$ cat src/rtl/mux_key_table_pkg.sv
// Shared helpers for the programmable key->data lookup table.
package mux_key_pkg;

  // Index width for an n-entry table; never narrower than one bit.
  function automatic int idx_w(input int n);
    return (n <= 1) ? 1 : $clog2(n);
  endfunction

  // Field widths used when the table is built with its default geometry.
  localparam int DEF_KEY_LEN  = 2;
  localparam int DEF_DATA_LEN = 2;
  localparam int DEF_NR_KEY   = 4;
  localparam int DEF_IDX_W    = idx_w(DEF_NR_KEY);

  typedef struct packed {
    logic                    valid;
    logic [DEF_KEY_LEN-1:0]  key;
    logic [DEF_DATA_LEN-1:0] data;
  } entry_t;

  typedef struct packed {
    logic [DEF_DATA_LEN-1:0] data;
    logic                    hit;
    logic [DEF_IDX_W-1:0]    idx;
  } rsp_t;

endpackage

$ cat src/rtl/mux_key_table_if.sv
// Write port, lookup request/response handshake and statistics of the key table.
// valid/ready: a beat transfers on a rising edge where valid && ready; the sender
// holds its payload stable while valid && !ready.
interface mux_key_table_if #(
  parameter int KEY_LEN  = 2,
  parameter int DATA_LEN = 2,
  parameter int IDX_W    = 2,
  parameter int CNT_W    = 16
);
  logic                wr_en;
  logic [IDX_W-1:0]    wr_idx;
  logic [KEY_LEN-1:0]  wr_key;
  logic [DATA_LEN-1:0] wr_data;
  logic                wr_set;
  logic                clr;
  logic                req_valid;
  logic                req_ready;
  logic [KEY_LEN-1:0]  req_key;
  logic [DATA_LEN-1:0] default_out;
  logic                rsp_valid;
  logic                rsp_ready;
  logic [DATA_LEN-1:0] rsp_data;
  logic                rsp_hit;
  logic [IDX_W-1:0]    rsp_idx;
  logic [CNT_W-1:0]    stat_hits;
  logic [CNT_W-1:0]    stat_misses;

  modport master (
    output wr_en, wr_idx, wr_key, wr_data, wr_set, clr,
    output req_valid, req_key, default_out, rsp_ready,
    input  req_ready, rsp_valid, rsp_data, rsp_hit, rsp_idx, stat_hits, stat_misses
  );

  modport slave (
    input  wr_en, wr_idx, wr_key, wr_data, wr_set, clr,
    input  req_valid, req_key, default_out, rsp_ready,
    output req_ready, rsp_valid, rsp_data, rsp_hit, rsp_idx, stat_hits, stat_misses
  );
endinterface

$ cat src/rtl/mux_key_table_match.sv
// Combinational match of one key against all entries; the lowest matching index wins.
module mux_key_table_match
  import mux_key_pkg::*;
#(
  parameter int NR_KEY   = 4,
  parameter int KEY_LEN  = 2,
  parameter int DATA_LEN = 2,
  localparam int IDX_W   = idx_w(NR_KEY),
  localparam int ENT_W   = 1 + KEY_LEN + DATA_LEN
) (
  input  logic [NR_KEY-1:0][ENT_W-1:0] entries_i,
  input  logic [KEY_LEN-1:0]           key_i,
  output logic                         hit_o,
  output logic [IDX_W-1:0]             idx_o,
  output logic [DATA_LEN-1:0]          data_o
);
  typedef struct packed {
    logic                valid;
    logic [KEY_LEN-1:0]  key;
    logic [DATA_LEN-1:0] data;
  } ent_t;

  ent_t [NR_KEY-1:0] ents;
  assign ents = entries_i;

  // Scan from the top so the lowest matching index overwrites; data is selected, never ORed.
  always_comb begin
    hit_o  = 1'b0;
    idx_o  = '0;
    data_o = '0;
    for (int i = NR_KEY - 1; i >= 0; i--) begin
      if (ents[i].valid && (ents[i].key == key_i)) begin
        hit_o  = 1'b1;
        idx_o  = IDX_W'(i);
        data_o = ents[i].data;
      end
    end
  end
endmodule

$ cat src/rtl/mux_key_table.sv
// Run-time programmable key->data lookup table with a registered one-cycle response.
module mux_key_table
  import mux_key_pkg::*;
#(
  parameter int NR_KEY      = 4,
  parameter int KEY_LEN     = 2,
  parameter int DATA_LEN    = 2,
  parameter int HAS_DEFAULT = 1,
  parameter int CNT_W       = 16,
  localparam int IDX_W      = idx_w(NR_KEY),
  localparam int ENT_W      = 1 + KEY_LEN + DATA_LEN
) (
  input logic         clk,
  input logic         rst,
  mux_key_table_if.slave bus
);
  typedef struct packed {
    logic                valid;
    logic [KEY_LEN-1:0]  key;
    logic [DATA_LEN-1:0] data;
  } ent_t;

  typedef struct packed {
    logic [DATA_LEN-1:0] data;
    logic                hit;
    logic [IDX_W-1:0]    idx;
  } resp_t;

  ent_t [NR_KEY-1:0] ent_q, ent_d;
  resp_t             rsp_q, rsp_d;
  logic              rsp_valid_q;
  logic [CNT_W-1:0]  hits_q, misses_q;

  logic                m_hit;
  logic [IDX_W-1:0]    m_idx;
  logic [DATA_LEN-1:0] m_data;
  logic                accept;

  mux_key_table_match #(
    .NR_KEY   (NR_KEY),
    .KEY_LEN  (KEY_LEN),
    .DATA_LEN (DATA_LEN)
  ) u_match (
    .entries_i (ent_q),
    .key_i     (bus.req_key),
    .hit_o     (m_hit),
    .idx_o     (m_idx),
    .data_o    (m_data)
  );

  assign bus.req_ready   = !rsp_valid_q || bus.rsp_ready;
  assign accept          = bus.req_valid && bus.req_ready;
  assign bus.rsp_valid   = rsp_valid_q;
  assign bus.rsp_data    = rsp_q.data;
  assign bus.rsp_hit     = rsp_q.hit;
  assign bus.rsp_idx     = rsp_q.idx;
  assign bus.stat_hits   = hits_q;
  assign bus.stat_misses = misses_q;

  // Clear first, then the write; an out-of-range index matches no entry and is dropped.
  always_comb begin
    ent_d = ent_q;
    if (bus.clr) begin
      for (int i = 0; i < NR_KEY; i++) ent_d[i].valid = 1'b0;
    end
    for (int i = 0; i < NR_KEY; i++) begin
      if (bus.wr_en && (bus.wr_idx == IDX_W'(i))) begin
        ent_d[i].valid = bus.wr_set;
        ent_d[i].key   = bus.wr_key;
        ent_d[i].data  = bus.wr_data;
      end
    end
  end

  always_comb begin
    rsp_d.hit  = m_hit;
    rsp_d.idx  = m_hit ? m_idx : '0;
    rsp_d.data = m_hit ? m_data : ((HAS_DEFAULT != 0) ? bus.default_out : '0);
  end

  // The lookup reads ent_q, so same-cycle writes only become visible next cycle.
  always_ff @(posedge clk or posedge rst) begin
    if (rst) begin
      ent_q       <= '0;
      rsp_q       <= '0;
      rsp_valid_q <= 1'b0;
      hits_q      <= '0;
      misses_q    <= '0;
    end else begin
      ent_q <= ent_d;
      if (accept) begin
        rsp_valid_q <= 1'b1;
        rsp_q       <= rsp_d;
        if (m_hit) begin
          if (hits_q != '1) hits_q <= hits_q + 1'b1;
        end else begin
          if (misses_q != '1) misses_q <= misses_q + 1'b1;
        end
      end else if (bus.rsp_ready) begin
        rsp_valid_q <= 1'b0;
      end
    end
  end
endmodule

$ cat src/flat_wrapper.sv
// flat-port wrapper written by rule: the top's interface ports become plain ports
module mux_key_table_flat import mux_key_pkg::*;
#(
  parameter int NR_KEY      = 4,
  parameter int KEY_LEN     = 2,
  parameter int DATA_LEN    = 2,
  parameter int HAS_DEFAULT = 1,
  parameter int CNT_W       = 16,
  localparam int IDX_W      = idx_w(NR_KEY),
  localparam int ENT_W      = 1 + KEY_LEN + DATA_LEN
)
  (clk, rst, bus_wr_en, bus_wr_idx, bus_wr_key, bus_wr_data, bus_wr_set, bus_clr, bus_req_valid, bus_req_key, bus_default_out, bus_rsp_ready, bus_req_ready, bus_rsp_valid, bus_rsp_data, bus_rsp_hit, bus_rsp_idx, bus_stat_hits, bus_stat_misses);
  mux_key_table_if #(.KEY_LEN(KEY_LEN), .DATA_LEN(DATA_LEN), .IDX_W((2)), .CNT_W(CNT_W)) bus_i ();
  input logic clk;
  input logic rst;
  input wire logic [$bits(bus_i.wr_en)-1:0] bus_wr_en;
  input wire logic [$bits(bus_i.wr_idx)-1:0] bus_wr_idx;
  input wire logic [$bits(bus_i.wr_key)-1:0] bus_wr_key;
  input wire logic [$bits(bus_i.wr_data)-1:0] bus_wr_data;
  input wire logic [$bits(bus_i.wr_set)-1:0] bus_wr_set;
  input wire logic [$bits(bus_i.clr)-1:0] bus_clr;
  input wire logic [$bits(bus_i.req_valid)-1:0] bus_req_valid;
  input wire logic [$bits(bus_i.req_key)-1:0] bus_req_key;
  input wire logic [$bits(bus_i.default_out)-1:0] bus_default_out;
  input wire logic [$bits(bus_i.rsp_ready)-1:0] bus_rsp_ready;
  output wire logic [$bits(bus_i.req_ready)-1:0] bus_req_ready;
  output wire logic [$bits(bus_i.rsp_valid)-1:0] bus_rsp_valid;
  output wire logic [$bits(bus_i.rsp_data)-1:0] bus_rsp_data;
  output wire logic [$bits(bus_i.rsp_hit)-1:0] bus_rsp_hit;
  output wire logic [$bits(bus_i.rsp_idx)-1:0] bus_rsp_idx;
  output wire logic [$bits(bus_i.stat_hits)-1:0] bus_stat_hits;
  output wire logic [$bits(bus_i.stat_misses)-1:0] bus_stat_misses;
  assign bus_i.wr_en = bus_wr_en;
  assign bus_i.wr_idx = bus_wr_idx;
  assign bus_i.wr_key = bus_wr_key;
  assign bus_i.wr_data = bus_wr_data;
  assign bus_i.wr_set = bus_wr_set;
  assign bus_i.clr = bus_clr;
  assign bus_i.req_valid = bus_req_valid;
  assign bus_i.req_key = bus_req_key;
  assign bus_i.default_out = bus_default_out;
  assign bus_i.rsp_ready = bus_rsp_ready;
  assign bus_req_ready = bus_i.req_ready;
  assign bus_rsp_valid = bus_i.rsp_valid;
  assign bus_rsp_data = bus_i.rsp_data;
  assign bus_rsp_hit = bus_i.rsp_hit;
  assign bus_rsp_idx = bus_i.rsp_idx;
  assign bus_stat_hits = bus_i.stat_hits;
  assign bus_stat_misses = bus_i.stat_misses;
  mux_key_table #(.NR_KEY(NR_KEY), .KEY_LEN(KEY_LEN), .DATA_LEN(DATA_LEN), .HAS_DEFAULT(HAS_DEFAULT), .CNT_W(CNT_W)) u_core (.clk(clk), .rst(rst), .bus(bus_i));
endmodule
$ cat config.mk
export PLATFORM = sky130hd
export DESIGN_NAME = mux_key_table_flat
export DESIGN_NICKNAME = d
export VERILOG_FILES = /design/src/rtl/mux_key_table_pkg.sv /design/src/rtl/mux_key_table_if.sv /design/src/rtl/mux_key_table_match.sv /design/src/rtl/mux_key_table.sv /design/src/flat_wrapper.sv
export SDC_FILE = /design/constraint.sdc
export NUM_CORES = 1
export LEC_CHECK = 0
export ABC_CLOCK_PERIOD_IN_PS = 2600
export CAP_MARGIN = 5
export CORE_MARGIN = 4
export CORE_UTILIZATION = 46
export DETAILED_ROUTE_END_ITERATION = 8
export PLACE_DENSITY_LB_ADDON = 0.15
export SYNTH_ARGS = -nofsm -noshare
export SYNTH_HDL_FRONTEND = slang
export SYNTH_HIERARCHICAL = 1
export SYNTH_SLANG_ARGS = --single-unit
$ cat constraint.sdc
create_clock -name clk -period 2.6 [get_ports clk]
set_input_delay 0.65 -clock clk [delete_from_list [all_inputs] [get_ports clk]]
set_output_delay 0.65 -clock clk [all_outputs]
set_load 0.005 [all_outputs]
==> impl_results.html <==
<table>
<tr><th>Metric</th><th>Value</th></tr>
<tr><th colspan="2">Status</th></tr>
<tr><td>Result of the run</td><td>finished clean</td></tr>
<tr><th colspan="2">Global route</th></tr>
<tr><td>First-pass GRT wire length</td><td>9630 µm</td></tr>
<tr><td>Largest net degree at the start of global routing</td><td>59</td></tr>
<tr><td>Most Crowded Layer GR</td><td>met2</td></tr>
<tr><td>Antenna violations before repair</td><td>0</td></tr>
<tr><td>Met3 Use GR</td><td>approximately 5.4%</td></tr>
<tr><td>Met1 demand-to-capacity share in global routing</td><td>20.9%</td></tr>
<tr><td>Via count of the first global-routing pass</td><td>1998</td></tr>
<tr><td>Grt met2 use</td><td>between 20% and 30%</td></tr>
<tr><td>Total routing resource utilization after global routing</td><td>16.9%</td></tr>
<tr><td>Overflow after GRT</td><td>0</td></tr>
<tr><th colspan="2">Power</th></tr>
<tr><td>Peak supply drop</td><td>between 400 and 500 µV</td></tr>
<tr><td>Total power consumption of the routed design</td><td>2.69 mW</td></tr>
<tr><td>Total leakage power</td><td>1.61 nW</td></tr>
<tr><td>Power per cell area</td><td>about 710 nW/µm²</td></tr>
<tr><th colspan="2">Yosys</th></tr>
<tr><td>Synth Area per Inst</td><td>around 12 µm²</td></tr>
<tr><td>Simple-gate share of the synthesized area</td><td>18.7%</td></tr>
<tr><td>Combined area of all synthesized cells</td><td>2730 µm²</td></tr>
<tr><td>Largest family of logic cells by synthesized area</td><td>simple AND/OR/NAND/NOR gates</td></tr>
<tr><td>Number of standard cells after synthesis</td><td>235</td></tr>
<tr><td>Net count of the mapped netlist</td><td>254</td></tr>
<tr><td>#FFs+latches synth</td><td>58</td></tr>
<tr><td>Sequential element share of the synthesized area</td><td>53.2%</td></tr>
<tr><td>Fraction of the mapped netlist area in compound gates</td><td>~4.5%</td></tr>
<tr><td>Post-synth cell types</td><td>38</td></tr>
<tr><td>Xor-xnor portion of the synthesized cell area</td><td>12.8%</td></tr>
<tr><td>Mux cell area share after synthesis</td><td>about 8.5%</td></tr>
<tr><td>Synthesis Warnings</td><td>6</td></tr>
<tr><td>Synthesized-area fraction occupied by adder cells</td><td>0.917%</td></tr>
<tr><th colspan="2">Timing</th></tr>
<tr><td>Share of the clock period used by the worst path</td><td>95.2%</td></tr>
<tr><td>Final Setup Violations</td><td>0</td></tr>
<tr><td>Worst setup skew after layout</td><td>11.7 ps</td></tr>
<tr><td>Headroom to the max-slew limit</td><td>66.8%</td></tr>
<tr><td>Number of failing hold endpoints at the final stage</td><td>0</td></tr>
<tr><td>Max-slew violation count</td><td>0</td></tr>
<tr><td>Slew at the pin closest to its max-slew limit</td><td>494 ps</td></tr>
<tr><td>Setup repair after global routing missed its margin</td><td>yes</td></tr>
<tr><td>Min setup slack post-route</td><td>124 ps</td></tr>
<tr><td>Final TNS setup</td><td>0 ps</td></tr>
<tr><td>Maximum clock frequency</td><td>approximately 400 MHz</td></tr>
<tr><td>Final period demand of the worst path</td><td>2480 ps</td></tr>
<tr><th colspan="2">Setup path</th></tr>
<tr><td>Depth of the most critical reg-to-reg path</td><td>8</td></tr>
<tr><td>Reg2reg setup slack</td><td>560 ps</td></tr>
<tr><td>CP Data Required Time</td><td>approximately 2800 ps</td></tr>
<tr><td>Critical path capture point type</td><td>register</td></tr>
<tr><td>Crit Path Category</td><td>primary input to register</td></tr>
<tr><td>Arrival @ worst endpoint</td><td>2690 ps</td></tr>
<tr><td>Setup crit start</td><td>bus_req_key[1]</td></tr>
<tr><td>Startpoint of the worst-slack reg-to-reg timing path</td><td>u_core/ent_q[17]</td></tr>
<tr><td>Cell with the largest stage delay on the worst path</td><td>sky130_fd_sc_hd__clkdlybuf4s50_1</td></tr>
<tr><td>Crit path cell chain</td><td>clkdlybuf4s50_1 -&gt; buf_4 -&gt; xnor2_1 -&gt; and3_4 -&gt; a31oi_2 -&gt; nand2_2 -&gt; nand3b_1 -&gt; nor2_1 -&gt; buf_4 -&gt; mux2_2</td></tr>
<tr><td>Maximum fanout along the worst path</td><td>5</td></tr>
<tr><td>CP max stage delay</td><td>390 ps</td></tr>
<tr><td>Cell type with the highest occurrence count on the critical path</td><td>sky130_fd_sc_hd__buf_4</td></tr>
<tr><td>Capture instance of the worst register-to-register path</td><td>u_core/bus.stat_misses[1]</td></tr>
<tr><td>Launching element type of the critical path</td><td>primary input</td></tr>
<tr><td>Worst setup path end</td><td>u_core/bus.stat_misses[1]</td></tr>
<tr><th colspan="2">Final layout</th></tr>
<tr><td>Final instance count without filler cells</td><td>~400</td></tr>
<tr><td>Number of diodes added for antenna fixing</td><td>0</td></tr>
<tr><td>Number of fill cells</td><td>433</td></tr>
<tr><td>Post-synthesis to final-layout area growth</td><td>38.7%</td></tr>
<tr><td>Layout cell share with drive strength beyond 1</td><td>around a fifth</td></tr>
<tr><td>Footprint of the multi-input gates</td><td>approximately 1300 µm²</td></tr>
<tr><td>Register area</td><td>1450 µm²</td></tr>
<tr><td>Final net count</td><td>about 340</td></tr>
<tr><td>Layout Utilization</td><td>67.1%</td></tr>
<tr><th colspan="2">Floorplan</th></tr>
<tr><td>Die span in y</td><td>about 85 µm</td></tr>
<tr><td>Starting utilization of the core area</td><td>48.4%</td></tr>
<tr><td>Count of standard-cell rows</td><td>27</td></tr>
<tr><td>Die X</td><td>85.0 µm</td></tr>
<tr><td>I/O pin count</td><td>56</td></tr>
<tr><td>Core area</td><td>5640 µm²</td></tr>
<tr><td>Total Die Area</td><td>7230 µm²</td></tr>
<tr><th colspan="2">Clocking</th></tr>
<tr><td>Number of clock sinks seen by CTS</td><td>58</td></tr>
<tr><td>Cts bufs inserted</td><td>9</td></tr>
<tr><td>Number of buffers added for setup after CTS</td><td>0</td></tr>
<tr><td>CTS Hold Bufs</td><td>0</td></tr>
<tr><td>CTS tree</td><td>done</td></tr>
<tr><td>Post-CTS resize count</td><td>0</td></tr>
<tr><td>Clock-pin transition on the worst setup and hold timing paths</td><td>60 ps</td></tr>
<tr><td>Clock root buffer master</td><td>sky130_fd_sc_hd__clkbuf_8</td></tr>
<tr><td>Buffer levels on the longest clock path</td><td>2</td></tr>
<tr><td>Maximum level of the CTS H-tree</td><td>3</td></tr>
<tr><td>Clock latency at the later pin of the worst-skew pair</td><td>roughly 340 ps</td></tr>
<tr><th colspan="2">Place</th></tr>
<tr><td>Placed instance count</td><td>between 300 and 400</td></tr>
<tr><td>Worst slack, placed</td><td>-286 ps</td></tr>
<tr><td>Number of port buffers</td><td>55</td></tr>
<tr><td>Placer Congestion</td><td>0.744</td></tr>
<tr><td>Detailed-placement wirelength estimate</td><td>4180 µm</td></tr>
<tr><th colspan="2">Detailed routing</th></tr>
<tr><td>Vias after detailed routing</td><td>roughly 2000</td></tr>
<tr><td>Vias per Instance</td><td>~5.2</td></tr>
<tr><td>Detailed-routing iteration count for the pre-antenna-repair pass</td><td>4</td></tr>
<tr><td>DRC violation total after the first TritonRoute iteration</td><td>75</td></tr>
<tr><td>Average routed wire per standard cell</td><td>around 15 µm</td></tr>
<tr><td>DRC violations left</td><td>0</td></tr>
<tr><td>Detail Route Antenna Nets</td><td>0</td></tr>
<tr><td>Drt total wl</td><td>5750 µm</td></tr>
<tr><th colspan="2">Job</th></tr>
<tr><td>Max-cap viol count</td><td>0</td></tr>
<tr><th colspan="2">Hold path</th></tr>
<tr><td>Worst min path class</td><td>register to register</td></tr>
</table>
[flip-flops by register name (all words and copies together) (netlist names)]
register,flops
u_core/bus.rsp_valid,1
u_core/bus.rsp_data,2
u_core/bus.stat_misses,16
u_core/bus.stat_hits,16
u_core/bus.rsp_idx,2
u_core/ent_q,20
u_core/bus.rsp_hit,1
[worst min path at each step]
| stage | startpoint | endpoint | slack (ps) | cells after the start |
|---|---|---|---|---|
| after global routing | u_core/bus.rsp_hit | u_core/bus.rsp_hit | 520 | 1 |
| after global placement | u_core/bus.rsp_hit | u_core/bus.rsp_hit | 460 | 1 |
| after detailed placement | u_core/bus.rsp_hit | u_core/bus.rsp_hit | 470 | 1 |
| after floorplan | u_core/bus.rsp_data[0] | u_core/bus.rsp_data[0] | 470 | 2 |
| final | u_core/bus.rsp_hit | u_core/bus.rsp_hit | 470 | 1 |
| after CTS | u_core/bus.rsp_hit | u_core/bus.rsp_hit | 480 | 1 |
[synth_stat cells]
library cell | n | share of area, %
sky130_fd_sc_hd__and4_1 | 1 | 0.32
sky130_fd_sc_hd__a21o_1 | 1 | 0.28
sky130_fd_sc_hd__nor2_1 | 9 | 1.2
sky130_fd_sc_hd__nor3b_1 | 1 | 0.28
sky130_fd_sc_hd__a22o_1 | 2 | 0.64
sky130_fd_sc_hd__clkbuf_2 | 1 | 0.18
sky130_fd_sc_hd__nand2b_1 | 4 | 0.92
sky130_fd_sc_hd__xor2_1 | 8 | 2.6
sky130_fd_sc_hd__o31ai_1 | 2 | 0.55
sky130_fd_sc_hd__a31oi_1 | 1 | 0.23
sky130_fd_sc_hd__and4_4 | 1 | 0.41
sky130_fd_sc_hd__and3_4 | 1 | 0.41
sky130_fd_sc_hd__and4_2 | 1 | 0.37
sky130_fd_sc_hd__nand4_1 | 13 | 3.0
sky130_fd_sc_hd__inv_1 | 3 | 0.41
sky130_fd_sc_hd__dfrtp_1 | 58 | 53
sky130_fd_sc_hd__xnor2_1 | 30 | 9.6
sky130_fd_sc_hd__and3_2 | 1 | 0.28
sky130_fd_sc_hd__o41a_1 | 1 | 0.41
sky130_fd_sc_hd__mux2_2 | 18 | 7.4
sky130_fd_sc_hd__or2_1 | 1 | 0.23
sky130_fd_sc_hd__mux2i_1 | 3 | 1.1
sky130_fd_sc_hd__nand2_1 | 19 | 2.6
sky130_fd_sc_hd__buf_6 | 2 | 0.82
sky130_fd_sc_hd__nor3b_2 | 2 | 0.92
sky130_fd_sc_hd__nor4_1 | 2 | 0.46
sky130_fd_sc_hd__o21ai_0 | 6 | 1.1
sky130_fd_sc_hd__and2_1 | 1 | 0.23
sky130_fd_sc_hd__nor3_1 | 7 | 1.3
sky130_fd_sc_hd__a311oi_1 | 2 | 0.64
sky130_fd_sc_hd__ha_1 | 2 | 0.92
sky130_fd_sc_hd__a21boi_1 | 1 | 0.28
sky130_fd_sc_hd__nand3_1 | 16 | 2.9
sky130_fd_sc_hd__and2b_1 | 1 | 0.28
sky130_fd_sc_hd__and3_1 | 4 | 0.92
sky130_fd_sc_hd__a21oi_1 | 2 | 0.37
sky130_fd_sc_hd__nand3b_1 | 6 | 1.6
sky130_fd_sc_hd__xnor2_2 | 1 | 0.60
[metrics by stage]
step / instance area (µm²) / hold slack [ps]
6_report: 3790 / 472
5_1_grt: 3790 / 516
4_1_cts: 3750 / 479
3_5_place_dp: 3500 / 465
3_3_place_gp: 3500 / 463
2_1_floorplan: 2730 / 473
[cell usage in the layout, fill, tap and decap left out, types with 8 or more instances in the layout]
| cell | n |
|---|---|
| sky130_fd_sc_hd__clkdlybuf4s50_1 | 54 |
| sky130_fd_sc_hd__dfrtp_1 | 58 |
| sky130_fd_sc_hd__clkbuf_8 | 11 |
| sky130_fd_sc_hd__nand3_1 | 16 |
| sky130_fd_sc_hd__nor2_1 | 9 |
| sky130_fd_sc_hd__mux2_2 | 18 |
| sky130_fd_sc_hd__buf_4 | 18 |
| sky130_fd_sc_hd__nand4_1 | 13 |
| sky130_fd_sc_hd__xor2_1 | 8 |
| sky130_fd_sc_hd__nand2_1 | 18 |
| sky130_fd_sc_hd__xnor2_1 | 30 |
[report_power, final]
group,internal (mW),total [mW],leakage (nW),switching [mW]
registers,1.03,1.14,0.749,0.116
clock network,0.686,1.04,0.129,0.357
logic,0.316,0.508,0.728,0.192
[cells by family after synthesis]
| kind of cell | count (synthesis) |
|---|---|
| buf+inv | 6 |
| compound gates | 18 |
| simple gates | 91 |
| fa+ha+maj | 2 |
| xor+xnor | 39 |
| flops | 58 |
| mux | 21 |
[layout make-up]
cell class	count	share of cell area, %
flip-flops and latches	58	38.3
multi-input cells	171	33.7
repair buffers	74	18.7
clock buffers	11	4.00
clock inverters	5	2.64
well taps	72	2.38
inverters	3	0.297
[worst max-delay path, delay by kind of cell]
kind	cells	cell delay [ps]
muxes	1	330
buffers and inverters	3	700
and+or+nand+nor	4	690
xor gates and xnor gates	1	130
AOI/OAI and AO/OA	1	180
[metal layers]
metal	vias up	share of wire, %
li1	1005	-
met1	1005	42
met2	44	52
met3	4	5.3
met4	0	0.83
met5	-	0
No activity file was read; power rests on OpenSTA's default activity.
